$ cat src/rtl/button_debounce.sv
// button_debounce: synchroniser + counter debounce FSM + press/release/long pulses.
// Ports: clk_i, rst_i (sync, active-high), btn_i (raw pin) -> btn_o, press_o, release_o, long_o.
module button_debounce #(
  parameter int FREQ        = 25,
  parameter int DEBOUNCE_MS = 20,
  parameter int LONG_MS     = 1000,
  parameter bit ACTIVE_LOW  = 1'b0
) (
  input  logic clk_i,
  input  logic rst_i,
  input  logic btn_i,
  output logic btn_o,
  output logic press_o,
  output logic release_o,
  output logic long_o
);

  localparam int DB_CYC   = FREQ * 1000 * DEBOUNCE_MS;
  localparam int LONG_CYC = FREQ * 1000 * LONG_MS;
  localparam int DB_W     = $clog2(DB_CYC + 1);
  localparam int HOLD_W   =
    (LONG_CYC > 0) ? $clog2(LONG_CYC + 1) : 1;

  localparam logic [1:0] S_REL    = 2'd0;
  localparam logic [1:0] S_CAND_P = 2'd1;
  localparam logic [1:0] S_PRS    = 2'd2;
  localparam logic [1:0] S_CAND_R = 2'd3;

  localparam logic [DB_W-1:0] DB_LAST =
    DB_W'(DB_CYC - 1);

  logic            p;
  logic            s1_q, s2_q;
  logic [1:0]      state_q, state_d;
  logic [DB_W-1:0] db_cnt_q, db_cnt_d;
  logic            btn_q, btn_d;
  logic            press_q, press_d;
  logic            rel_q, rel_d;

  // Polarity is fixed before the synchroniser so the FSM
  // only ever deals with "1 = pressed".
  assign p = btn_i ^ ACTIVE_LOW;

  always_ff @(posedge clk_i) begin
    if (rst_i) begin
      s1_q <= 1'b0;
      s2_q <= 1'b0;
    end else begin
      s1_q <= p;
      s2_q <= s1_q;
    end
  end

  always_comb begin
    state_d  = state_q;
    db_cnt_d = db_cnt_q;
    btn_d    = btn_q;
    press_d  = 1'b0;
    rel_d    = 1'b0;
    case (state_q)
      S_REL: begin
        if (s2_q) begin
          state_d  = S_CAND_P;
          db_cnt_d = DB_W'(1);
        end
      end
      S_CAND_P: begin
        if (!s2_q) begin
          state_d  = S_REL;
          db_cnt_d = '0;
        end else if (db_cnt_q == DB_LAST) begin
          state_d  = S_PRS;
          db_cnt_d = '0;
          btn_d    = 1'b1;
          press_d  = 1'b1;
        end else begin
          db_cnt_d = db_cnt_q + DB_W'(1);
        end
      end
      S_PRS: begin
        if (!s2_q) begin
          state_d  = S_CAND_R;
          db_cnt_d = DB_W'(1);
        end
      end
      S_CAND_R: begin
        if (s2_q) begin
          state_d  = S_PRS;
          db_cnt_d = '0;
        end else if (db_cnt_q == DB_LAST) begin
          state_d  = S_REL;
          db_cnt_d = '0;
          btn_d    = 1'b0;
          rel_d    = 1'b1;
        end else begin
          db_cnt_d = db_cnt_q + DB_W'(1);
        end
      end
      default: begin
        state_d  = S_REL;
        db_cnt_d = '0;
      end
    endcase
  end

  always_ff @(posedge clk_i) begin
    if (rst_i) begin
      state_q  <= S_REL;
      db_cnt_q <= '0;
      btn_q    <= 1'b0;
      press_q  <= 1'b0;
      rel_q    <= 1'b0;
    end else begin
      state_q  <= state_d;
      db_cnt_q <= db_cnt_d;
      btn_q    <= btn_d;
      press_q  <= press_d;
      rel_q    <= rel_d;
    end
  end

  assign btn_o     = btn_q;
  assign press_o   = press_q;
  assign release_o = rel_q;

  if (LONG_CYC > 0) begin : g_long
    localparam logic [HOLD_W-1:0] H_MAX  =
      HOLD_W'(LONG_CYC);
    localparam logic [HOLD_W-1:0] H_LAST =
      HOLD_W'(LONG_CYC - 1);

    logic [HOLD_W-1:0] hold_q, hold_d;
    logic              done_q, done_d;
    logic              long_q, long_d;

    // Hold time keeps running through release bounce
    // (CAND_R) since btn_q stays high until acceptance.
    always_comb begin
      hold_d = hold_q;
      done_d = done_q;
      long_d = 1'b0;
      if (press_d) begin
        hold_d = '0;
        done_d = 1'b0;
      end else if (btn_q) begin
        if (hold_q != H_MAX) begin
          hold_d = hold_q + HOLD_W'(1);
        end
        if (hold_q == H_LAST && !done_q) begin
          long_d = 1'b1;
          done_d = 1'b1;
        end
      end
    end

    always_ff @(posedge clk_i) begin
      if (rst_i) begin
        hold_q <= '0;
        done_q <= 1'b0;
        long_q <= 1'b0;
      end else begin
        hold_q <= hold_d;
        done_q <= done_d;
        long_q <= long_d;
      end
    end

    assign long_o = long_q;
  end else begin : g_nolong
    assign long_o = 1'b0;
  end

endmodule

$ cat config.mk
export PLATFORM = sky130hd
export DESIGN_NAME = button_debounce
export DESIGN_NICKNAME = d
export VERILOG_FILES = /design/src/rtl/button_debounce.sv
export SDC_FILE = /design/constraint.sdc
export NUM_CORES = 1
export LEC_CHECK = 0
export ABC_AREA = 1
export CAP_MARGIN = 20
export CORE_MARGIN = 2
export CORE_UTILIZATION = 62
export CTS_CLUSTER_SIZE = 20
export DETAILED_ROUTE_END_ITERATION = 10
export PLACE_DENSITY = 0.84
export SETUP_SLACK_MARGIN = 0.5
export SLEW_MARGIN = 20
export SYNTH_ARGS = -nofsm -noshare
export SYNTH_HDL_FRONTEND = slang
export SYNTH_SLANG_ARGS = --single-unit
$ cat constraint.sdc
create_clock -name clk_i -period 2.2 [get_ports clk_i]
set_clock_uncertainty 0.1 [all_clocks]
set_input_delay 0.55 -clock clk_i [delete_from_list [all_inputs] [get_ports clk_i]]
set_output_delay 0.55 -clock clk_i [all_outputs]
set_load 0.01 [all_outputs]
Word-level counts from Yosys, hierarchy flattened

Index checks and enable logic that the tools add are counted.

Add/subtract/negate cells: 2
Equal/unequal tests: 14
Mux-type cells: 22
Bitwise gates (word level): 2
Reduce and logical (&&, ||, !) cells: 12

Operators with widths:

| operator              | number |
|---|---|
| $mux 19               | 5 |
| $pmux 19 s4           | 1 |
| $add 25x1->25 const B | 1 |
| $eq 25x25->1 const B  | 1 |
| $ne 25x25->1 const B  | 1 |
| $add 19x1->19 const B | 1 |
| $eq 19x19->1 const B  | 1 |
| $mux 2                | 6 |
| $ne 2x2->1 const B    | 6 |
| $mux 1                | 8 |
| $pmux 2 s4            | 1 |
| $ne 3x3->1 const B    | 2 |
| $reduce_and 2->1      | 3 |
| $reduce_or 3->1       | 2 |
| $reduce_and 5->1      | 1 |
| $eq 2x2->1 const B    | 2 |
| $reduce_and 4->1      | 1 |
| $eq 2x1->1 const B    | 1 |
| $logic_not 2->1       | 1 |
| $not 1->1             | 2 |
| $pmux 1 s2            | 1 |
| $reduce_bool 2->1     | 1 |
| $reduce_or 2->1       | 1 |
| $logic_and 1x1->1     | 1 |
| $logic_not 1->1       | 1 |

Flip-flop bits (word level): 53
Input port bits: 3
Output and inout port bits: 4
Word-level logic and storage cells: 62

Logic depth before layout (Yosys ltp)

Word-level depth: 5
Gate-level depth with buffers: 11

Worst setup path after synthesis

Ideal clock, no wire load.

Path type: register to register
Start point: register db_cnt_q[0]
End point: register g_long.hold_q[12]
Library setup time: 0.122 ns
Arrival time: 1.439 ns
Setup slack: 0.540 ns
Cell stages (with the launch flop): 10
Path buffers: 1
Period minus slack after synthesis: 1.660 ns
Cell sequence: dfxtp_1 -> ha_1 -> nand2_1 -> nor2_2 -> inv_1 -> nor2_1 -> nand3_1 -> nand2_2 -> buf_4 -> a21oi_1

Longest elaborated chain between the ends: 5

Ends and longest elaborated chain:

| what                             | line | RTL |
|---|---|---|
| start: declaration               | 35   | `logic [DB_W-1:0] db_cnt_q, db_cnt_d;` |
| start signal: assignment         | 115  | `db_cnt_q <= db_cnt_d;` |
| $eq 19x19->1                     | 71   | `end else if (db_cnt_q == DB_LAST) begin` |
| $mux 1                           | 71   |  |
| $mux 1                           | 68   | `if (!s2_q) begin` |
| $mux 1                           | 60   | `case (state_q)` |
| $reduce_or 2->1 (no source line) | n/a  |  |
| end signal: assignment           | 162  | `hold_q <= hold_d;` |
| end: declaration                 | 132  | `logic [HOLD_W-1:0] hold_q, hold_d;` |

Every way passes these cells.
A chain may end at the register's enable or synchronous reset.

Worst setup path after layout

Start point: register db_cnt_q[3]
End point: register db_cnt_q[5]

Longest elaborated chain between the ends: 4

Ends and longest elaborated chain:

| what                                                 | line |
|---|---|
| $add 19x1->19 / $eq 19x19->1 (equally long branches) | n/a |
| $mux 19 (*)                                          | 71, 90 |
| $mux 19 (on tied branches)                           | 87, 68 |
| $pmux 19 s4 (*)                                      | 60 |

Mark *: on every way between the ends. The rest lies on a longest branch, timed or not.

==> impl_results.html <==
<table>
<tr><th>Metric</th><th>Value</th></tr>
<tr><th colspan="2">STA</th></tr>
<tr><td>Achievable Freq</td><td>around 570 MHz</td></tr>
<tr><td>Clock period minus worst slack</td><td>about 1.8 ns</td></tr>
<tr><td>Final worst-path setup slack</td><td>0.449 ns</td></tr>
<tr><td>Tcrit/Tclk final</td><td>0.796</td></tr>
<tr><td>Worst Max-Slew Pin Slew</td><td>0.377 ns</td></tr>
<tr><td>Final setup fails</td><td>0</td></tr>
<tr><td>Slew Limit Fails</td><td>0</td></tr>
<tr><td>Aggregate negative setup slack</td><td>0 ns</td></tr>
<tr><td>Number of hold violations in the final report</td><td>0</td></tr>
<tr><td>Setup repair after global routing missed its margin</td><td>true</td></tr>
<tr><td>Worst max-slew margin expressed relative to the limit</td><td>0.748</td></tr>
<tr><th colspan="2">Setup path</th></tr>
<tr><td>Highest-delay cell along the critical path</td><td>sky130_fd_sc_hd__dfxtp_1</td></tr>
<tr><td>Worst Reg2Reg Path Length in Cells</td><td>8</td></tr>
<tr><td>Worst EP required</td><td>between 2 and 2.5 ns</td></tr>
<tr><td>Worst-path maximum fanout</td><td>5</td></tr>
<tr><td>Series of cell instances along the critical path</td><td>nand2_2 &gt; nor2_4 &gt; nand3_2 &gt; nor2_4 &gt; buf_4 &gt; nor2_2 &gt; nand2_1 &gt; a21oi_1</td></tr>
<tr><td>Kind of critical path</td><td>reg2reg</td></tr>
<tr><td>Launching element type of the critical path</td><td>flop</td></tr>
<tr><td>Critical path endpoint category</td><td>flop</td></tr>
<tr><td>Most frequent CP cell</td><td>sky130_fd_sc_hd__nor2_4</td></tr>
<tr><td>Maximum cell stage delay along the critical path</td><td>approximately 0.44 ns</td></tr>
<tr><td>Worst path arrival time</td><td>~1.9 ns</td></tr>
<tr><th colspan="2">Die</th></tr>
<tr><td>Die H</td><td>approximately 75 um</td></tr>
<tr><td>Core area</td><td>a little under 5000 sq um</td></tr>
<tr><td>Horizontal extent of the die</td><td>approximately 75 um</td></tr>
<tr><td>Total die area</td><td>between 5000 and 6000 sq um</td></tr>
<tr><td>Number of I/O pins</td><td>7</td></tr>
<tr><td>Initial standard-cell utilization of the core</td><td>0.656</td></tr>
<tr><td>Placement row count</td><td>25</td></tr>
<tr><th colspan="2">Route</th></tr>
<tr><td>Violation count after the first detailed-routing iteration</td><td>379</td></tr>
<tr><td>DRT Pass-1 Iters</td><td>8</td></tr>
<tr><td>Detailed Route WL</td><td>slightly below 9 mm</td></tr>
<tr><td>Detailed-route via count</td><td>3450</td></tr>
<tr><td>WL per Instance</td><td>~15 um</td></tr>
<tr><td>Via density per instance</td><td>~5.7</td></tr>
<tr><td>DR DRC count</td><td>0</td></tr>
<tr><td>Count of nets left with antenna violations after detail routing</td><td>0</td></tr>
<tr><th colspan="2">Pwr</th></tr>
<tr><td>Total power</td><td>around 1.8 mW</td></tr>
<tr><td>Power per Cell Area</td><td>between 400 and 500 nW/um^2</td></tr>
<tr><td>Leak Pwr</td><td>1.32 nW</td></tr>
<tr><td>Worst IR drop on VDD</td><td>~0.00073 V</td></tr>
<tr><th colspan="2">Placed design</th></tr>
<tr><td>Inst Count DP</td><td>578</td></tr>
<tr><td>Detailed-placement wirelength estimate</td><td>around 5.3 mm</td></tr>
<tr><td>Placement Cell Area</td><td>around 3300 sq um</td></tr>
<tr><td>Gpl congestion</td><td>1.04</td></tr>
<tr><td>PortBufs</td><td>6</td></tr>
<tr><td>Minimum setup slack after placement</td><td>between 0.1 and 0.15 ns</td></tr>
<tr><th colspan="2">Yosys</th></tr>
<tr><td>FFs w/ async S/R, synth</td><td>0</td></tr>
<tr><td>Average cell area after synthesis</td><td>slightly above 6 sq um</td></tr>
<tr><td>Number of warnings reported in the yosys synthesis log</td><td>0</td></tr>
<tr><td>Number of enable-type register cells in the synthesized netlist</td><td>0</td></tr>
<tr><td>Total nets after synthesis</td><td>just over 500</td></tr>
<tr><td>FF+latch count, synth</td><td>53</td></tr>
<tr><td>Main synth FF type</td><td>sky130_fd_sc_hd__dfxtp_1</td></tr>
<tr><td>Mapped Cells</td><td>a little over 500</td></tr>
<tr><td>Count of distinct cell types in the synthesized netlist</td><td>29</td></tr>
<tr><td>Part of the Yosys area used for sequential elements</td><td>0.336</td></tr>
<tr><td>Summed instance area of the synthesized netlist</td><td>around 3200 sq um</td></tr>
<tr><th colspan="2">Job</th></tr>
<tr><td>Max Cap Viol</td><td>0</td></tr>
<tr><th colspan="2">Outcome</th></tr>
<tr><td>Outcome</td><td>completed</td></tr>
<tr><th colspan="2">Final layout</th></tr>
<tr><td>Count of non-filler cells in the finished layout</td><td>605</td></tr>
<tr><td>Commonest non-fill, non-tap cells in the layout</td><td>sky130_fd_sc_hd__nand2_1 (166), sky130_fd_sc_hd__nor2_1 (74), sky130_fd_sc_hd__inv_1 (53)</td></tr>
<tr><td>Commonest non-fill, non-tap cell in the layout</td><td>sky130_fd_sc_hd__nand2_1</td></tr>
<tr><td>Synthesis-to-layout area growth</td><td>18.7%</td></tr>
<tr><td>Nets</td><td>543</td></tr>
<tr><td>Post-route standard cell area excluding fillers</td><td>between 3000 and 4000 sq um</td></tr>
<tr><td>Fraction of final layout cells with drive strength greater than 1</td><td>0.199</td></tr>
<tr><td>Antenna cells</td><td>0</td></tr>
<tr><th colspan="2">CTS</th></tr>
<tr><td>Clk Latency, worst-skew pair</td><td>between 0.3 and 0.4 ns</td></tr>
<tr><td>TritonCTS clock tree</td><td>yes</td></tr>
<tr><td>Cell at the root of the clock tree</td><td>sky130_fd_sc_hd__clkbuf_8</td></tr>
<tr><td>Clock transition time at the flip-flop clock pins of the worst setup and hold paths</td><td>around 0.10 ns</td></tr>
<tr><td>Number of clock buffers inserted by TritonCTS</td><td>5</td></tr>
<tr><td>Number of sinks on the clock net</td><td>53</td></tr>
<tr><td>Quantity of hold-fixing buffers added after cts</td><td>0</td></tr>
<tr><td>Buffer depth of the longest clock path</td><td>2</td></tr>
<tr><td>Number of H-tree branching levels</td><td>2</td></tr>
<tr><th colspan="2">Global route</th></tr>
<tr><td>Wire length of the first global-routing pass</td><td>between 10 and 15 mm</td></tr>
<tr><td>Maximum number of pins on one net before global-route repair</td><td>20</td></tr>
<tr><td>Number of global-route vias before repair</td><td>2831</td></tr>
<tr><td>Initial antenna violation count</td><td>0</td></tr>
<tr><td>Overflow after GRT</td><td>0</td></tr>
<tr><td>Total global routing track utilization</td><td>0.289</td></tr>
<tr><th colspan="2">Worst hold path</th></tr>
<tr><td>Min-Delay Path Class</td><td>reg2reg</td></tr>
<tr><td>Instance count along the most critical hold path</td><td>2</td></tr>
</table>
## metal layers
layer	track usage	wire (um)	vias to the layer above	part of all wire
met5	0	0	-	0
met4	0.0604	178	0	0.020
met3	0.0635	835	28	0.095
met2	0.450	3980	185	0.45
met1	0.414	3790	1571	0.43
li1	-	-	1666	-
## flip-flops by register name, indices dropped and copies added (netlist names), named ones only
signal,count
state_q,1
s2_q,1
btn_o,1
db_cnt_q,19
s1_q,1
g_long.hold_q,25
g_long.done_q,1
long_o,1
release_o,1
press_o,1
## synth_stat cells (all sizes together) (5+ instances only)
master	instances	share of area
a21oi	39	0.074
buf	7	0.018
dfxtp	53	0.34
inv	56	0.067
nand2	176	0.21
nand3	25	0.040
nand3b	6	0.014
nand4	8	0.016
nor2	95	0.12
nor3	5	0.0079
o21ai	18	0.032
xor2	8	0.022
## worst paths after layout
check / startpoint / slack [ns] / end
min: s1_q / 0.31 / s2_q
min reg2reg: s1_q / 0.31 / s2_q
max reg2reg: db_cnt_q[3] / 0.45 / db_cnt_q[5]
max: db_cnt_q[3] / 0.45 / db_cnt_q[5]
## area by class of cell
cell class | count | area, sq um
tap | 67 | 83.8
timing repair buffer | 25 | 244
inverter | 57 | 218
clock inverter | 3 | 50.0
fill | 354 | 1070
multi-input combinational | 395 | 1980
sequential | 53 | 1100
clock buffer | 5 | 68.8
## metrics by stage
step	hold WS (ns)	utilization
floorplan	0.288	-
global placement	0.292	0.678
detailed placement	0.299	0.678
CTS	0.317	0.734
global route	0.331	0.778
finish	0.313	0.778
## what timing repair did
action / CTS / global route
gates resized for setup: 26 / 50
endpoints found under the setup margin: 53 / 49
pin swaps: 3 / 13
setup buffers: 9 / 6
cloned: 1 / 3
## kinds of logic (layout without fill, tap and decap cells)
kind of cell	count (synthesis)	after routing	share of synthesized area
AO/OA/AOI/OAI	59	59	0.110
XOR/XNOR	12	12	0.0333
adder cells (fa/ha/maj)	3	3	0.0119
buffers and inverters	68	90	0.0903
flip-flops	53	53	0.336
AND/OR/NAND/NOR	318	321	0.418
## power by group
part           internal [mW]  switching, mW
clock network          0.349          0.352
logic                 0.0456         0.0980
registers              0.966         0.0106
total                   1.36          0.460
## worst max-delay path: cells and delay by family, from the launching register on
kind | cells | cell delay [ns]
flip-flops | 1 | 0.44
AO/OA/AOI/OAI | 1 | 0.07
buffers and inverters | 1 | 0.16
AND/OR/NAND/NOR | 6 | 0.86
No activity file was read; power rests on OpenSTA's default activity.
